File: src/rtl/display_pkg.sv
// Shared constants and types for the SPI display frame streamer:
// command bytes, pixel geometry and FSM encodings.
package display_pkg;

    localparam logic [7:0] CMD_WRITE_ROW = 8'hF0;
    localparam logic [7:0] CMD_LOAD      = 8'h10;

    localparam int CHAN_W  = 8;
    localparam int PIXEL_W = 3 * CHAN_W;

    typedef enum logic [2:0] {
        ST_IDLE,
        ST_SETUP,
        ST_SHIFT,
        ST_HOLD,
        ST_GAP,
        ST_FIN
    } state_t;

    // Which byte the shifter is currently sending within a row frame.
    typedef enum logic [1:0] {
        SRC_CMD,
        SRC_CH2,
        SRC_CH1,
        SRC_CH0
    } src_t;

endpackage

File: src/rtl/spi_byte_shifter.sv
// Serialises one byte MSB first: sclk low for clkdiv cycles, then high for clkdiv cycles per bit.
// byte_done marks the last high-phase cycle so the next byte can be loaded back-to-back.
module spi_byte_shifter #(
    parameter int clkdiv = 1
) (
    input  logic       clk,
    input  logic       rst,
    input  logic       load,
    input  logic [7:0] data,
    output logic       sclk,
    output logic       mosi,
    output logic       byte_done
);

    localparam int DW = (clkdiv > 1) ? $clog2(clkdiv) : 1;
    localparam logic [DW-1:0] DIV_LAST = DW'(clkdiv - 1);

    logic          active;
    logic [7:0]    sh;
    logic [2:0]    bit_idx;
    logic [DW-1:0] div_cnt;
    logic          phase_end;

    assign phase_end = (div_cnt == DIV_LAST);
    assign byte_done = active && sclk && phase_end && (bit_idx == 3'd7);

    // NOTE: every register here is written with <= so all of them sample the same pre-edge values.
    always_ff @(posedge clk) begin
        if (rst) begin
            active  <= 1'b0;
            sh      <= '0;
            bit_idx <= '0;
            div_cnt <= '0;
            sclk    <= 1'b0;
            mosi    <= 1'b0;
        end else if (load) begin
            active  <= 1'b1;
            mosi    <= data[7];
            sh      <= {data[6:0], 1'b0};
            bit_idx <= '0;
            div_cnt <= '0;
            sclk    <= 1'b0;
        end else if (active) begin
            if (phase_end) begin
                div_cnt <= '0;
                if (!sclk) begin
                    sclk <= 1'b1;
                end else begin
                    // mosi only moves here, as sclk drops into the next bit's low phase
                    sclk <= 1'b0;
                    if (bit_idx == 3'd7) begin
                        active <= 1'b0;
                    end else begin
                        bit_idx <= bit_idx + 3'd1;
                        mosi    <= sh[7];
                        sh      <= {sh[6:0], 1'b0};
                    end
                end
            end else begin
                div_cnt <= div_cnt + DW'(1);
            end
        end
    end

endmodule

File: src/rtl/spi_display_master.sv
// Streams a frame from the pixel buffer as one SPI frame per row (0xF0 + pixels) plus a 0x10 load frame.
// Define SPI_MASTER_PREFETCH_EN to fetch the next pixel during ch0 and remove the 2-cycle inter-pixel stall.
module spi_display_master
    import display_pkg::*;
#(
    parameter int rows     = 8,
    parameter int columns  = 32,
    parameter int bitwidth = 8,
    parameter int clkdiv   = 1,
    parameter int gap      = 4
) (
    input  logic                       clk,
    input  logic                       rst,
    input  logic                       start,
    output logic                       busy,
    output logic                       done,
    output logic [$clog2(rows)-1:0]    rrow,
    output logic [$clog2(columns)-1:0] rcol,
    output logic                       ren,
    input  logic [3*bitwidth-1:0]      rdata,
    output logic                       sclk,
    output logic                       ss,
    output logic                       mosi
);

`ifdef SPI_MASTER_PREFETCH_EN
    localparam bit PREFETCH = 1'b1;
`else
    localparam bit PREFETCH = 1'b0;
`endif

    localparam int RW = $clog2(rows);
    localparam int CW = $clog2(columns);
    localparam int GW = (gap > 1) ? $clog2(gap) : 1;

    state_t             state;
    src_t               src;
    logic [RW-1:0]      row_cnt;
    logic [CW-1:0]      col_cnt;
    logic               load_frame;
    logic               ren_d;
    logic               stall;
    logic [PIXEL_W-1:0] pix;
    logic [GW-1:0]      gap_cnt;

    logic               shift_load;
    logic [7:0]         shift_data;
    logic               byte_done;
    logic               last_col;
    logic               last_row;

    assign last_col = (col_cnt == CW'(columns - 1));
    assign last_row = (row_cnt == RW'(rows - 1));

    // NOTE: both outputs get a default before the case, so no path leaves them unassigned (no latch).
    always_comb begin
        shift_load = 1'b0;
        shift_data = pix[23:16];
        case (state)
            ST_SETUP: begin
                shift_load = 1'b1;
                shift_data = load_frame ? CMD_LOAD : CMD_WRITE_ROW;
            end
            ST_SHIFT: begin
                if (byte_done) begin
                    case (src)
                        SRC_CMD: shift_load = !load_frame;
                        SRC_CH2: begin
                            shift_load = 1'b1;
                            shift_data = pix[15:8];
                        end
                        SRC_CH1: begin
                            shift_load = 1'b1;
                            shift_data = pix[7:0];
                        end
                        SRC_CH0: shift_load = PREFETCH && !last_col;
                    endcase
                end else if (stall && ren_d) begin
                    // Stalled fetch: the holding register is not yet updated, so take ch2 straight off the bus.
                    shift_load = 1'b1;
                    shift_data = rdata[23:16];
                end
            end
            default: ;
        endcase
    end

    spi_byte_shifter #(
        .clkdiv(clkdiv)
    ) u_shifter (
        .clk      (clk),
        .rst      (rst),
        .load     (shift_load),
        .data     (shift_data),
        .sclk     (sclk),
        .mosi     (mosi),
        .byte_done(byte_done)
    );

    always_ff @(posedge clk) begin
        if (rst) begin
            state      <= ST_IDLE;
            src        <= SRC_CMD;
            busy       <= 1'b0;
            done       <= 1'b0;
            ren        <= 1'b0;
            rrow       <= '0;
            rcol       <= '0;
            ss         <= 1'b0;
            row_cnt    <= '0;
            col_cnt    <= '0;
            load_frame <= 1'b0;
            ren_d      <= 1'b0;
            stall      <= 1'b0;
            pix        <= '0;
            gap_cnt    <= '0;
        end else begin
            ren   <= 1'b0;
            done  <= 1'b0;
            ren_d <= ren;
            if (ren_d) pix <= rdata;

            // Fetch address walks the buffer in raster order and wraps to (0,0) after the last pixel.
            if (ren) begin
                if (rcol == CW'(columns - 1)) begin
                    rcol <= '0;
                    rrow <= (rrow == RW'(rows - 1)) ? '0 : rrow + RW'(1);
                end else begin
                    rcol <= rcol + CW'(1);
                end
            end

            case (state)
                ST_IDLE: begin
                    if (start) begin
                        state      <= ST_SETUP;
                        busy       <= 1'b1;
                        ss         <= 1'b1;
                        ren        <= 1'b1;
                        row_cnt    <= '0;
                        col_cnt    <= '0;
                        load_frame <= 1'b0;
                    end
                end
                ST_SETUP: begin
                    state <= ST_SHIFT;
                    src   <= SRC_CMD;
                end
                ST_SHIFT: begin
                    if (byte_done) begin
                        case (src)
                            SRC_CMD: begin
                                if (load_frame) state <= ST_HOLD;
                                else            src   <= SRC_CH2;
                            end
                            SRC_CH2: src <= SRC_CH1;
                            SRC_CH1: begin
                                src <= SRC_CH0;
                                if (PREFETCH && !last_col) ren <= 1'b1;
                            end
                            SRC_CH0: begin
                                if (last_col) begin
                                    state   <= ST_HOLD;
                                    col_cnt <= '0;
                                end else begin
                                    col_cnt <= col_cnt + CW'(1);
                                    src     <= SRC_CH2;
                                    if (!PREFETCH) begin
                                        ren   <= 1'b1;
                                        stall <= 1'b1;
                                    end
                                end
                            end
                        endcase
                    end else if (stall && ren_d) begin
                        stall <= 1'b0;
                    end
                end
                ST_HOLD: begin
                    ss      <= 1'b0;
                    state   <= ST_GAP;
                    gap_cnt <= '0;
                end
                ST_GAP: begin
                    if (gap_cnt == GW'(gap - 1)) begin
                        if (load_frame) begin
                            state <= ST_FIN;
                            busy  <= 1'b0;
                            done  <= 1'b1;
                        end else begin
                            state <= ST_SETUP;
                            ss    <= 1'b1;
                            if (last_row) begin
                                load_frame <= 1'b1;
                            end else begin
                                row_cnt <= row_cnt + RW'(1);
                                ren     <= 1'b1;
                            end
                        end
                    end else begin
                        gap_cnt <= gap_cnt + GW'(1);
                    end
                end
                ST_FIN:  state <= ST_IDLE;
                default: state <= ST_IDLE;
            endcase
        end
    end

endmodule
File: config.mk
export PLATFORM = sky130hd
export DESIGN_NAME = spi_display_master
export DESIGN_NICKNAME = d
export VERILOG_FILES = /design/src/rtl/display_pkg.sv /design/src/rtl/spi_byte_shifter.sv /design/src/rtl/spi_display_master.sv
export SDC_FILE = /design/constraint.sdc
export NUM_CORES = 1
export LEC_CHECK = 0
export BUFFER_PORTS_ARGS = -buffer_cell sky130_fd_sc_hd__buf_2
export CAP_MARGIN = 10
export CORE_ASPECT_RATIO = 1.1
export CORE_UTILIZATION = 47
export DETAILED_ROUTE_END_ITERATION = 8
export GPL_TIMING_DRIVEN = 0
export PLACE_DENSITY = 0.74
export SLEW_MARGIN = 20
export SYNTH_ARGS = -nofsm -noshare
export SYNTH_HDL_FRONTEND = slang
export SYNTH_SLANG_ARGS = --single-unit
export TNS_END_PERCENT = 1
File: constraint.sdc
create_clock -name clk -period 5.15 [get_ports clk]
set_input_delay 0.2575 -clock clk [delete_from_list [all_inputs] [get_ports clk]]
set_output_delay 0.2575 -clock clk [all_outputs]
set_load 0.01 [all_outputs]
* After elaboration in Yosys (flattened, before gate mapping)
Cells that the tools add are included.
** Storage, ports and cells
- Flip-flop bits (word level) :: 68
- Logic and storage cells :: 171
- Input bits :: 27
** Operators by class
- Muxes and demuxes :: 78
- Reductions and logical operators :: 31
- Bitwise gates (word level) :: 4
- Equal/unequal tests :: 30
- Add/sub/neg operators :: 7
** Operators with widths (count)
- $mux 8 :: 8
- $mux 1 :: 35
- $mux 3 :: 11
- $pmux 8 s2 :: 2
- $reduce_and 4->1 :: 7
- $mux 5 :: 5
- $ne 2x2->1 const B :: 10
- $pmux 3 s5 :: 1
- $reduce_bool 2->1 :: 7
- $eq 3x3->1 const B :: 4
- $ne 3x3->1 const B :: 4
- $pmux 3 s2 :: 2
- $add 5x1->5 const B :: 2
- $eq 5x5->1 const B :: 2
- $pmux 5 s2 :: 1
- $add 3x1->3 const B :: 3
- $pmux 1 s3 :: 3
- $mux 2 :: 4
- $pmux 2 s2 :: 2
- $pmux 2 s4 :: 1
- $eq 2x2->1 const B :: 3
- $eq 3x2->1 const B :: 2
- $pmux 1 s2 :: 3
- $reduce_and 2->1 :: 3
- 17 further kinds :: 25

* Logic depth before layout (Yosys ltp)
Gate-level depths: netlist (run 1).
- Word-level depth :: 7
- Gate-level depth with buffers :: 9
- Depth with buffers taken out :: 7

* Hierarchy
Synthesis (run 1) repeated with hierarchy kept, for this count alone.
** Second synthesis, totals
- Cell total of the unflattened synthesis :: 371
- Area total of the unflattened synthesis :: 3395.8 um2
** By module, submodules not included
- spi_display_master :: cells each 305, sequential area each 1081.0 um2, times used 1, area each 2737.6 um2
- spi_byte_shifter :: cells each 66, sequential area each 260.2 um2, times used 1, area each 658.1 um2

* Least setup slack after synthesis (run 1)
No wires, ideal clock.
- Kind :: flip-flop to flip-flop
- Start :: register u_shifter.bit_idx[0]
- End :: register u_shifter.sh[2]
- Stages on the path, launching flop included :: 10
- Period minus slack after synthesis :: 1.854 ns
- Slack :: 3.296 ns
- Arrival :: 1.781 ns
- Data required time :: 5.077 ns
- Path buffers :: 2
- Cell sequence :: dfxtp_1 ha_1 ha_1 and3_1 buf_4 nor2_4 o21a_1 or3_1 buf_4 o22ai_2
** Between the ends
- Word-level cells in the longest chain between the ends :: 6
- Elaborated cells on any way between the ends :: 12
** Ends and longest elaborated chain
- from (decl) :: RTL line spi_byte_shifter.sv:20 : logic [2:0] bit_idx;
- from (signal assigned) :: RTL line spi_byte_shifter.sv:54 : bit_idx <= bit_idx + 3'd1;
- $eq 3x3->1 (*) :: RTL line spi_byte_shifter.sv:25, spi_byte_shifter.sv:51
- $logic_and 1x1->1 :: RTL line spi_byte_shifter.sv:25 : assign byte_done = active && sclk && phase_end && (bit_idx == 3'd7);
- $mux 1 :: RTL line spi_display_master.sv:65 : if (byte_done) begin
- $pmux 1 s2 :: RTL line spi_display_master.sv:59 : case (state)
- $ne 2x2->1 (no line) or $reduce_bool 2->1 (tied branches)
- $reduce_and 4->1 (no line)
- to (signal assigned) :: RTL line spi_byte_shifter.sv:39 : sh <= {data[6:0], 1'b0};
- to (signal assigned) :: RTL line spi_byte_shifter.sv:56 : sh <= {sh[6:0], 1'b0};
- to (decl) :: RTL line spi_byte_shifter.sv:19 : logic [7:0] sh;
Every way passes the cells marked *; elsewhere a longest branch is shown, timed or not.
A chain may end at the register's enable or synchronous reset.

* Worst setup path in the final report (run 1)
- Start :: register u_shifter.bit_idx[0]
- End :: register u_shifter.sh[3]
Same word-level chain as after synthesis.

==> flow_summary.json, run 1 <==
{
  "status": "complete, no violations",
  "drv_cap": 0,
  "max_freq_mhz": 487,
  "period_share_pct": 39.9,
  "seqCellArea_um2": 1340,
  "synthesis.area_um2": 3210,
  "overflow": 0,
  "ys_seq_area_share_pct": 41.8,
  "synthTopCellsByArea": "dfxtp_1 (42%), mux2i_1 (12%), nor2_1 (6.9%)",
  "die_w_um": 80.8,
  "n_antenna_cell": 0,
  "postPlaceCellArea_um2": 3510,
  "avgSynthCellArea_um2": 9.05,
  "portBuffers": 39,
  "final-setup-viol-count": 0,
  "cts.repair.resized": 0,
  "synthTopCellsByCount": "dfxtp_1 (67), nor2_1 (59), mux2i_1 (38)",
  "min_path_type": "in2reg",
  "end_kind": "flop",
  "fin_area_um2": 3700,
  "wirelength_um": 6880,
  "cts_max_path_buffers": 2,
  "cp-start-kind": "flop",
  "irDropWorstVdd_v": 0.000283,
  "cts_root_buf": "clkbuf_8",
  "cts_tree": "done",
  "clkTransAtPathRegs_ns": 0.07,
  "path_cells": "ha_1 > ha_1 > and3_1 > buf_4 > nor2_4 > o21a_1 > or3_1 > buf_4 > o22ai_2",
  "crit_type": "reg2reg",
  "yosysTopAreaCell": "dfxtp_1",
  "yosysTopAreaCellShare_pct": 41.8,
  "avgViaCountPerCell": 5.45,
  "num_rows": 31,
  "post_cts_buffers": 0,
  "finalHoldViolCount": 0,
  "drc": 0,
  "critPathMaxFanout": 10,
  "ant_nets": 0,
  "grt_usage_pct": 21.5,
  "tns_ns": 0,
  "antenna_found_initial": 0,
  "async_flop_share_pct": 0,
  "synth_flop_cell": "dfxtp_1",
  "yosys_warnings": 0,
  "grt_first_pass_wirelength_um": 11800,
  "drv_slew": 0,
  "ys_ff_latch": 67,
  "critPathSlowestCell": "dfxtp_1",
  "insertion_delay_ns": 0.34,
  "areaGrowthSynthToFinish_pct": 15.3,
  "die_h_um": 88.7,
  "crit_required_ns": 5.42,
  "via_count": 2682,
  "fin_hold_ws_ns": 0.154,
  "drive_above_1_share_pct": 17.8,
  "worstMarginPinSlew_ns": 0.569,
  "grt_max_degree": 12,
  "p_leak_nw": 1.58,
  "drt_iter0_markers": 130,
  "synth_nets": 398,
  "nets": 448,
  "syn_inst": 355,
  "start_util_pct": 48.7,
  "synth_most_common_cell": "dfxtp_1",
  "p_per_area_nw_per_um2": 312,
  "routedWlPerCell_um": 14.0,
  "ctsHoldBuffers": 0,
  "dp_hpwl_um": 5060,
  "clock_sinks": 67,
  "fin_skew_ns": 0.00956,
  "gp_congestion": 0.793,
  "numCtsBuffers": 9,
  "multiInputGateArea_um2": 1750,
  "slowest_delay_ns": 0.35,
  "cp.arrival_ns": 2.32,
  "pin_count": 41,
  "synth-edff-count": 0,
  "grt_pass1_vias": 2630,
  "fp.dieArea_um2": 7170,
  "fillers": 629,
  "synth_cell_types": 52,
  "relSlewSlack_pct": 61.9,
  "min_period_ns": 2.05,
  "detail_route.first_pass.iterations": 4,
  "cts_htree_levels": 3,
  "core_area_um2": 6590,
  "rsz0062_at_grt": "false"
}
[state kept, by name, indices dropped and copies added (netlist names), 2 cells and up]
register	flops
u_shifter.bit_idx	3
src	2
u_shifter.sh	7
rrow	3
gap_cnt	2
state	3
row_cnt	3
rcol	5
col_cnt	5
pix	24
[power by group]
group | internal (mW) | switching, mW | total, mW | leakage, nW
Clock | 0.234 | 0.190 | 0.424 | 0.0991
Sequential | 0.545 | 0.0184 | 0.563 | 0.544
Combinational | 0.0693 | 0.0989 | 0.168 | 0.935
[per-layer routing]
metal	track usage [%]	part of all wire, %
met2	36.5	48
met1	26.3	47
met3	4.33	3.4
met4	9.42	1.6
met5	0	0
[worst max-delay path: cells and delay by family (launching register included)]
family / cells / cell delay (ns)
compound gates: 2 / 0.37
fa+ha+maj: 2 / 0.35
buf+inv: 2 / 0.35
flops: 1 / 0.35
simple gates: 3 / 0.55
[stage by stage]
step           instances  worst slack [ns]  power (mW)  util (%)
2_1_floorplan        355              3.30       0.691         -
3_3_place_gp         476              3.14       0.736      53.2
3_5_place_dp         476              3.12       0.741      53.2
4_1_cts              492              3.09        1.16      56.2
5_1_grt              492              2.90        1.21      56.2
6_report             492              3.10        1.16      56.2
[path summary, 6_finish.rpt]
| path | startpoint | end | slack (ns) | depth (start not counted) |
|---|---|---|---|---|
| max | u_shifter.bit_idx[0] | u_shifter.sh[3] | 3.10 | 9 |
| min | rdata[11] | pix[11] | 0.15 | 3 |
| max reg2reg | u_shifter.bit_idx[0] | u_shifter.sh[3] | 3.10 | 9 |
| min reg2reg | rrow[2] | rrow[2] | 0.48 | 2 |
[cells by family (layout without fill, tap and decap cells)]
logic type	after synthesis	in the layout	share of synthesized area [%]
buf+inv	29	84	3.90
fa+ha+maj	16	16	6.23
xor+xnor	3	3	0.818
mux	39	39	12.2
simple gates	129	129	19.8
compound gates	72	72	15.3
flops	67	67	41.8
[area by class of cell]
class | instances | share of cell area, %
sequential | 67 | 36.2
clock inverter | 5 | 1.42
timing repair buffer | 39 | 5.27
clock buffer | 11 | 3.82
multi-input combinational | 259 | 47.1
buffer | 22 | 2.67
tap | 82 | 2.77
inverter | 7 | 0.709
[cell usage in the layout, fill, tap and decap left out, types with 3 or more instances in the layout]
cell,netlist,final
nand2b_1,6,6
nor3_1,7,7
nor2b_1,3,3
o22ai_2,3,3
nand2_1,17,17
o21ai_0,10,10
clkbuf_1,12,13
nor4_1,3,3
nand3_1,6,6
and3_1,4,4
or3_1,4,4
nand4_1,5,5
a221o_1,3,3
a211oi_1,4,4
a31oi_1,5,5
mux2i_1,38,38
ha_1,16,16
nor2_1,59,59
a22oi_1,11,11
clkinv_2,0,3
a221oi_1,3,3
inv_1,7,7
a21oi_1,21,21
buf_2,7,46
dfxtp_1,67,67
clkbuf_8,0,10
(Power assumes the default switching activity.)
==> run 2, diff against run 1 <==
==> constraint.sdc (replaced) <==
create_clock -name clk -period 1.94 [get_ports clk]
set_input_delay 0.097 -clock clk [delete_from_list [all_inputs] [get_ports clk]]
set_output_delay 0.097 -clock clk [all_outputs]
set_load 0.01 [all_outputs]
==> run 2 against run 1 <==
  * The run now ends with negative hold slack left
  * First-iteration DRC count is 11% lower
  * Sequential share of layout area is 1.5 points lower
  * Register-to-register slack worse by 3.0 ns
  * Via count is 2.0% higher
  * Combinational power grew to 2.8 times the previous value
  * Setup slack worse by 3.0 ns
  * Maximum frequency is 10% higher
==> flow_summary.json, run 2 (same netlist as run 1, synthesis figures left out) <==
{
  "status": "finished, violations left",
  "violations": "negative hold slack",
  "clkTransAtPathRegs_ns": 0.07,
  "max_freq_mhz": 536,
  "p_seq_share_pct": 48.2,
  "drt_iter0_markers": 116,
  "grt_first_pass_wirelength_um": 11900,
  "start_util_pct": 48.7,
  "areaGrowthSynthToFinish_pct": 20.9,
  "drc": 0,
  "cts_max_path_buffers": 2,
  "cts_tree": "done",
  "die_h_um": 88.7,
  "crit_required_ns": 2.21,
  "gp_congestion": 0.793,
  "final-setup-viol-count": 0,
  "fillers": 604,
  "irDropWorstVdd_v": 0.000766,
  "p_sw_share_pct": 26.9,
  "portBuffers": 39,
  "drv_slew": 0,
  "grt_pass1_vias": 2675,
  "cpMostUsedCell": "ha_4",
  "grt_usage_pct": 21.8,
  "detail_route.first_pass.iterations": 4,
  "fin_hold_ws_ns": -0.00329,
  "fin_ws_ns": 0.0757,
  "fin_skew_ns": 0.00849,
  "final_common_cell": "dfxtp_1",
  "period_share_pct": 96.1,
  "crit_type": "reg2reg",
  "avgViaCountPerCell": 5.44,
  "drv_cap": 0,
  "cts_htree_levels": 3,
  "n_antenna_cell": 0,
  "numCtsBuffers": 9,
  "cp.arrival_ns": 2.13,
  "ant_nets": 0,
  "p_per_area_nw_per_um2": 799,
  "insertion_delay_ns": 0.34,
  "antenna_found_initial": 0,
  "die_w_um": 80.8,
  "pwr-share-comb_pct": 15.3,
  "pin_count": 41,
  "nets": 459,
  "via_count": 2735,
  "r2r_cells": 8,
  "p_leak_nw": 1.63,
  "overflow": 0,
  "power_mw": 3.10,
  "path_cells": "ha_4 > ha_4 > nand3_1 > a21oi_2 > o21a_1 > or3_1 > buf_6 > o22ai_2",
  "final_cell_mix": "dfxtp_1 (63), nor2_1 (59), buf_2 (46)",
  "cp-start-kind": "flop",
  "routedWlPerCell_um": 14.1,
  "min_path_type": "in2reg",
  "top_regs": "pix (24), u_shifter.sh (7)",
  "relSlewSlack_pct": 62.9,
  "fp.dieArea_um2": 7170,
  "min_period_ns": 1.86,
  "drive_above_1_share_pct": 21.6,
  "slowest_delay_ns": 0.36,
  "critPathMaxFanout": 7,
  "finalHoldViolCount": 1,
  "largest_reg_flops": 24,
  "end_kind": "flop",
  "critPathSlowestCell": "or3_1",
  "clock_sinks": 67,
  "p_sw_mw": 0.834,
  "min_path_cells": 3,
  "num_rows": 31,
  "regMostFlops": "pix",
  "clkPwrFrac_pct": 36.5,
  "core_area_um2": 6590,
  "cts_root_buf": "clkbuf_8",
  "dp_slack_ns": -0.0923,
  "rsz0062_at_grt": "false",
  "worstMarginPinSlew_ns": 0.556,
  "dp_hpwl_um": 5060,
  "wirelength_um": 7090,
  "grt_max_degree": 12,
  "internal_power_mw": 2.27
}
run 2: cell count changes in the layout (fill, tap and decap cells not counted), sizes merged:
cell / before / now
buf: 49 / 54
dlygate4sd3: 0 / 6
run 2: cell type report:
| class | count | area (µm²) | area share, % |
|---|---|---|---|
| multi-input cells | 259 | 1820 | 46.7 |
| flip-flops and latches | 67 | 1350 | 34.7 |
| repair buffers | 51 | 300 | 7.73 |
| clock buffers | 11 | 141 | 3.64 |
| well taps | 82 | 103 | 2.64 |
| plain buffers | 21 | 96.3 | 2.48 |
| clock inverters | 5 | 52.6 | 1.35 |
| inverters | 7 | 26.3 | 0.677 |
run 2: worst paths after layout:
path                         from         endpoint  slack (ns)
min reg2reg               rrow[2]          rrow[2]        0.48
max          u_shifter.bit_idx[0]  u_shifter.sh[3]        0.08
max reg2reg  u_shifter.bit_idx[0]  u_shifter.sh[3]        0.08
min                     rdata[13]          pix[13]      -0.003
run 2: power by group through the flow:
stage               clock, mW  combinational, mW  sequential, mW
finish                   1.13              0.474            1.50
global route             1.22              0.526            1.50
CTS                      1.15              0.457            1.49
detailed placement          0              0.443            1.52
global placement            0              0.433            1.52
floorplan                   0              0.312            1.52
run 2: per-stage QoR:
step	setup TNS [ns]	instance area [µm²]	utilization [%]	std cells
after CTS	0	3830	58.1	501
final	0	3880	58.9	503
after detailed placement	-0.563	3510	53.2	476
after global routing	0	3880	58.9	503
after global placement	-0.228	3510	53.2	476
after floorplan	0	3210	-	355
run 2: timing repair:
action                                  CTS  global route
buffers inserted                          4             2
gates resized for setup                  11            10
hold buffers                              5             1
endpoints found under the setup margin   14            12
pin swaps                                 2             1
hold endpoints to repair                  5             1
run 2: worst max-delay path: cells and delay by family (launching register included):
kind,cells,cell delay [ns]
flops,1,0.33
buf+inv,1,0.15
fa+ha+maj,2,0.32
simple gates,2,0.54
compound gates,3,0.46
run 2: per-layer routing:
metal / global-route usage [%] / routed length (µm) / up-vias
li1: - / - / 1393
met1: 26.3 / 3420 / 1276
met2: 37.3 / 3330 / 55
met3: 4.33 / 229 / 11
met4: 9.74 / 112 / 0
met5: 0 / 0 / -
